--- config.mk ---
export PLATFORM = sky130hd
export DESIGN_NAME = traffic_signal_fsm
export DESIGN_NICKNAME = d
export VERILOG_FILES = /design/src/rtl/traffic_signal_fsm.sv
export SDC_FILE = /design/constraint.sdc
export NUM_CORES = 1
export LEC_CHECK = 0
export CAP_MARGIN = 10
export CELL_PAD_IN_SITES_DETAIL_PLACEMENT = 0
export CELL_PAD_IN_SITES_GLOBAL_PLACEMENT = 1
export CORE_MARGIN = 2
export CORE_UTILIZATION = 42
export DETAILED_ROUTE_END_ITERATION = 10
export GPL_TIMING_DRIVEN = 0
export PLACE_DENSITY_LB_ADDON = 0.1
export SYNTH_ARGS = -nofsm -noshare
export SYNTH_HDL_FRONTEND = slang
export SYNTH_SLANG_ARGS = --single-unit
--- constraint.sdc ---
create_clock -name clkin -period 4.2 [get_ports clkin]
set_clock_uncertainty 0.2 [all_clocks]
set_input_delay 0.84 -clock clkin [delete_from_list [all_inputs] [get_ports clkin]]
set_output_delay 0.84 -clock clkin [all_outputs]
set_load 0.02 [all_outputs]
--- src/rtl/traffic_signal_fsm.sv ---
// Two-way intersection signal controller with pedestrian phase, timed by a 1 Hz sec_clk.
// sec_clk rise to state/outputs update: 3 clkin edges; all outputs registered, no backpressure.
module traffic_signal_fsm #(
    parameter int GREEN_S  = 10,
    parameter int YELLOW_S = 3,
    parameter int ALLRED_S = 1,
    parameter int WALK_S   = 5
) (
    input  logic       clkin,
    input  logic       reset,
    input  logic       sec_clk,
    input  logic       ped_req,
    output logic [2:0] ns_light,
    output logic [2:0] ew_light,
    output logic       walk,
    output logic [7:0] sec_left,
    output logic [2:0] phase
);

    typedef enum logic [2:0] {
        NS_G = 3'd0,
        NS_Y = 3'd1,
        RED1 = 3'd2,
        EW_G = 3'd3,
        EW_Y = 3'd4,
        RED2 = 3'd5,
        WALK = 3'd6
    } state_t;

    localparam logic [7:0] GREEN_T  = 8'(GREEN_S);
    localparam logic [7:0] YELLOW_T = 8'(YELLOW_S);
    localparam logic [7:0] ALLRED_T = 8'(ALLRED_S);
    localparam logic [7:0] WALK_T   = 8'(WALK_S);

    state_t     state;
    state_t     nstate;
    logic       s1, s2, s3;
    logic       sec_tick;
    logic [7:0] timer;
    logic       ped_pending;
    logic       next_dir;
    logic       expire;

    function automatic logic [7:0] duration(state_t s);
        case (s)
            NS_G, EW_G: duration = GREEN_T;
            NS_Y, EW_Y: duration = YELLOW_T;
            RED1, RED2: duration = ALLRED_T;
            default:    duration = WALK_T;
        endcase
    endfunction

    function automatic logic [2:0] ns_lamp(state_t s);
        case (s)
            NS_G:    ns_lamp = 3'b001;
            NS_Y:    ns_lamp = 3'b010;
            default: ns_lamp = 3'b100;
        endcase
    endfunction

    function automatic logic [2:0] ew_lamp(state_t s);
        case (s)
            EW_G:    ew_lamp = 3'b001;
            EW_Y:    ew_lamp = 3'b010;
            default: ew_lamp = 3'b100;
        endcase
    endfunction

    // Synchroniser resets high to match the divider's post-reset level, so no tick follows reset.
    always_ff @(posedge clkin or posedge reset) begin
        if (reset) begin
            s1 <= 1'b1;
            s2 <= 1'b1;
            s3 <= 1'b1;
        end else begin
            s1 <= sec_clk;
            s2 <= s1;
            s3 <= s2;
        end
    end

    assign sec_tick = s2 & ~s3;
    assign expire   = sec_tick && (timer == 8'd1);

    always_comb begin
        nstate = state;
        case (state)
            NS_G:    nstate = NS_Y;
            NS_Y:    nstate = RED1;
            RED1:    nstate = ped_pending ? WALK : EW_G;
            EW_G:    nstate = EW_Y;
            EW_Y:    nstate = RED2;
            RED2:    nstate = ped_pending ? WALK : NS_G;
            WALK:    nstate = next_dir ? EW_G : NS_G;
            default: nstate = NS_G;
        endcase
    end

    always_ff @(posedge clkin or posedge reset) begin
        if (reset) begin
            state       <= NS_G;
            timer       <= GREEN_T;
            ped_pending <= 1'b0;
            next_dir    <= 1'b0;
            ns_light    <= 3'b001;
            ew_light    <= 3'b100;
            walk        <= 1'b0;
        end else begin
            if (expire) begin
                state    <= nstate;
                timer    <= duration(nstate);
                ns_light <= ns_lamp(nstate);
                ew_light <= ew_lamp(nstate);
                walk     <= (nstate == WALK);
                if (nstate == WALK)
                    next_dir <= (state == RED1);
            end else if (sec_tick) begin
                timer <= timer - 8'd1;
            end
            // Entry to WALK wins over a same-cycle request.
            if (expire && nstate == WALK)
                ped_pending <= 1'b0;
            else if (ped_req && state != WALK)
                ped_pending <= 1'b1;
        end
    end

    assign sec_left = timer;
    assign phase    = state;

endmodule

# == Yosys cells after proc, flatten, opt, wreduce, memory -nomap -nowiden ==
# Index checks and enable logic that the tools add are counted.
# classes
n_bitwise,2
add_sub_neg,1
reduce_logical,11
eq_ne,14
mux,11
# op_table
operator,count
$pmux 3 s7,1
$eq 3x3->1 const B,6
$mux 8,2
$eq 3x2->1 const B,4
$pmux 3 s2,2
$pmux 4 s3,1
$eq 8x1->1 const B,1
$sub 8x1->8 const B,1
$eq 3x1->1 const B,2
$logic_not 3->1,2
$mux 3,2
$reduce_or 2->1,3
$reduce_bool 2->1,2
$logic_and 1x1->1,3
$ne 3x3->1 const B,1
$mux 1,2
$mux 2,1
$reduce_and 2->1,1
$and 1x1->1,1
$not 1->1,1
# totals
output_inout_bits,18
word_cells,49
register_bits,23

# == Depth between registers and ports, before layout ==
# logic_depth
depth_word,6
ltp_mapped,8
depth_no_buf,6

# == Least setup slack after synthesis ==
# No wires, ideal clock.
# synth_timing
path_kind,register -> register
startpoint,"register timer[0], in the netlist sec_left[0]"
endpoint,register ped_pending
stages_incl_launch_ff,7
setup_ns,0.130
setup_slack_ns,1.809
arrival_time_ns,2.061
path_buffers,1
t_required_ns,3.870
path_cell_list,dfrtp_1 > ha_1 > or3b_2 > or4_4 > buf_6 > nor3_1 > nor3_1
# synth_via
elab_chain_cells,4
# synth_rtl
element,line_no,source
start: declaration,39,logic [7:0] timer;
start signal: assignment,111,timer <= duration(nstate);
start signal: assignment,118,timer <= timer - 8'd1;
$eq 8x1->1 (*),83,assign expire = sec_tick && (timer == 8'd1);
$logic_and 1x1->1 (*),83,
$logic_and 1x1->1 (*),121,if (expire && nstate == WALK)
$mux 1 / $reduce_bool 2->1 (equally long branches),--,
end signal: assignment,103,ped_pending <= 1'b0;
end signal: assignment,122,ped_pending <= 1'b0;
end signal: assignment,124,ped_pending <= 1'b1;
end: declaration,40,logic ped_pending;
# Every way passes the cells marked *; elsewhere a longest branch is shown, timed or not.
# A chain may end at the register's enable or synchronous reset.

# == Worst setup path in the final report ==
# layout_timing
startpoint,"register timer[3], in the netlist sec_left[3]"
endpoint,output sec_left[3]
# layout_rtl
element,line_no,source
end: declaration,16,"output logic [7:0] sec_left,"
# No word-level cell between the ends.

==> qor.csv <==
stage,metric,value,unit
status,status,completed,
logic_synthesis,post-synth top area cell,dfrtp_1,
worst_setup_path,CP max stage cell,clkdlybuf4s50_1,
place,port buffer count,21,
drt,Post-Route WL,2.55,mm
sta,fin crit period,2540,ps
layout,"commonest non-fill, non-tap cell in the layout",clkdlybuf4s50_1,
sta,period utilization,60.6,%
sta,RSZ-0062 raised after global routing,false,
layout,final net count,156,
clock_network,post_cts resized,0,
grt,first-pass GRT wire length,4.39,mm
logic_synthesis,largest family of logic cells by synthesized area,simple AND/OR/NAND/NOR gates,
clock_network,CTS H-Tree Depth,1,
clock_network,buffer count from post-CTS setup fixing,0,
worst_setup_path,Crit. End Element,output port,
layout,design area,0.00147,sq mm
logic_synthesis,"Seq/Total Area, Yosys",48.9,%
grt,Total Routing Usage GR,17.1,%
sta,Fmax achieved,393,MHz
sta,Max Slew Vio Count,0,
worst_setup_path,Critical path origin,sec_left[3],
clock_network,worst skew pair latency,310,ps
die,chip height,57.3,microns
place,Placement Setup Slack,1720,ps
place,routability cong.,0.798,
logic_synthesis,Synth Area in XOR/XNOR,1.47,%
layout,area added between synthesis and finish,23.1,%
logic_synthesis,top_reg_cell synth,dfrtp_1,
sta,Setup WS post-layout,1660,ps
power_and_ir_drop,total power,825,uW
layout,most frequent cells in the layout,"21 x clkdlybuf4s50_1, 19 x nand2_1, 16 x dfrtp_1",
worst_setup_path,Worst setup SP type,register,
grt,vias in the first global route,992,
logic_synthesis,asr flop ratio synth,100,%
die,I/O pin count,22,
clock_network,hold_buf cts,0,
drt,Residual DRC,0,
worst_setup_path,CP Data Required Time,3160,ps
drt,vias per cell,5.47,
clock_network,clk root buf,clkbuf_4,
clock_network,"Clk pin slew, worst setup/hold paths",120,ps
min_path,Hold Startpoint,s1,
worst_setup_path,Setup CP Type,register to output port,
drt,Routed Antenna Nets,0,
run,Max Cap Viol,0,
clock_network,Num CTS Buffers,3,
logic_synthesis,area share of the leading cell type in the synthesized netlist,33.5,%
logic_synthesis,Yosys reg bits,23,
worst_setup_path,CP arrival,1500,ps
logic_synthesis,Post-synth EDFFs,0,
logic_synthesis,post-synthesis compound-gate area fraction,10.1,%
layout,fill count,266,
logic_synthesis,syn avg cell area,9.64,sq um
clock_network,CTS tree,done,
place,HPWL Detailed,1.80,mm
die,Rows,19,
drt,wire length per cell,14.2,microns
worst_setup_path,"CP delay by family, top",buffers and inverters,
layout,diodes inserted,0,
die,initial core utilization,43.7,%
clock_network,clk sink count,23,
logic_synthesis,adder-cell share of the synthesized area,2.09,%
worst_setup_path,buffers and inverters on the worst path,1,
worst_setup_path,"Max FO, Critical Path",6,
place,placed instance area,0.00144,sq mm
logic_synthesis,synth top area cells,"dfrtp_1 34%, dfstp_2 15%, nand2_1 6.0%",
logic_synthesis,YS warnings,0,
logic_synthesis,Cells after Synth,124,
logic_synthesis,syn_nets,130,
min_path,Tightest Hold Check Type,register to register,
drt,first-pass detailed-route iteration total,4,
logic_synthesis,simple-gate share of the synthesized area,26.9,%
drt,drt first-iter violations,27,
sta,worst-margin pin slew,872,ps
grt,total grt overflow,0,
power_and_ir_drop,power per cell area,561,mW/mm^2
worst_setup_path,Worst R2R Start,sec_left[1],
layout,share of cells above drive strength 1,15.4,%
sta,final setup TNS,0,ps
logic_synthesis,mux share of post-synthesis cell area,5.45,%
power_and_ir_drop,Leak,0.619,nW
die,total die area,0.00329,sq mm
grt,pin count of the biggest net entering global routing,24,
grt,initial antenna violation count,0,
logic_synthesis,"Cell Area, Synth",0.00119,sq mm
drt,vias,985,
clock_network,CTS max path bufs,2,
die,Die Width,57.3,microns
worst_setup_path,CP max stage delay,610,ps
sta,# setup viols final,0,
worst_setup_path,critical-path cell list,clkdlybuf4s50_1,
die,core area,0.00273,sq mm
sta,Fin. Hold Viols,0,
power_and_ir_drop,VDD IR max,394,uV
sta,Slew headroom,41.8,%
logic_synthesis,Netlist cell types,36,
## final cells by class
type	count	area, sq um	area share, %
buffer	7	42.5	2.89
clock buffer	3	22.5	1.53
clock inverter	1	5.00	0.340
inverter	5	18.8	1.28
multi-input combinational	89	549	37.3
sequential	23	584	39.7
tap	31	38.8	2.64
timing repair buffer	21	210	14.3
## cells by family (layout without fill, tap and decap cells)
family / after synthesis / count (layout)
xor+xnor: 2 / 2
simple gates: 60 / 60
compound gates: 19 / 19
flops: 23 / 23
mux: 6 / 6
fa+ha+maj: 2 / 2
buf+inv: 12 / 37
## final timing paths
check | endpoint | slack (ps) | cells after the start
max reg2reg | sec_left[0] | 1700 | 7
max | sec_left[3] | 1660 | 1
min reg2reg | s2 | 170 | 0
min in group asynchronous | ew_light[0] | 790 | 2
min | s2 | 170 | 0
max in group asynchronous | sec_left[0] | 2470 | 2
## worst register-to-register path: stages, from the launching register on
cell and delay (ps):
dfstp_2 410, inv_1 90, ha_1 200, or3b_2 490, or4_4 430, buf_6 150, nor3_1 320, a211o_1 150
## sequential cells by signal, indices dropped and copies added (netlist names), 3 cells and up
signal / count
ew_light: 3
ns_light: 3
phase: 3
sec_left: 8
## cell usage after synthesis, types with 3 or more instances
master	instances
nor2_1	5
nand2_1	19
mux2_2	4
nor3_1	12
nor2b_1	6
clkbuf_1	4
nand3_1	3
dfrtp_1	16
nand2b_1	5
dfstp_2	7
inv_1	5
o21ai_0	7
a21oi_1	3
## layer usage
| metal | vias up | routed length, microns | track usage (%) |
|---|---|---|---|
| met2 | 31 | 1250 | 27.4 |
| li1 | 479 | - | - |
| met3 | 2 | 130 | 2.72 |
| met5 | - | 0 | 0 |
| met4 | 0 | 17 | 7.64 |
| met1 | 473 | 1140 | 22.6 |
## where the power goes
part           internal (mW)  switching, mW
sequential             0.287         0.0635
combinational          0.177          0.193
clock                 0.0355         0.0683
total                  0.500          0.325
## metrics by stage
| stage | hold WS (ps) | cells | utilization (%) |
|---|---|---|---|
| finish | 165 | 180 | 53.8 |
| CTS | 168 | 180 | 53.8 |
| global route | 174 | 180 | 53.8 |
| floorplan | 145 | 124 | - |
| detailed placement | 150 | 176 | 52.8 |
| global placement | 147 | 176 | 52.8 |
No activity file was read; power rests on OpenSTA's default activity.
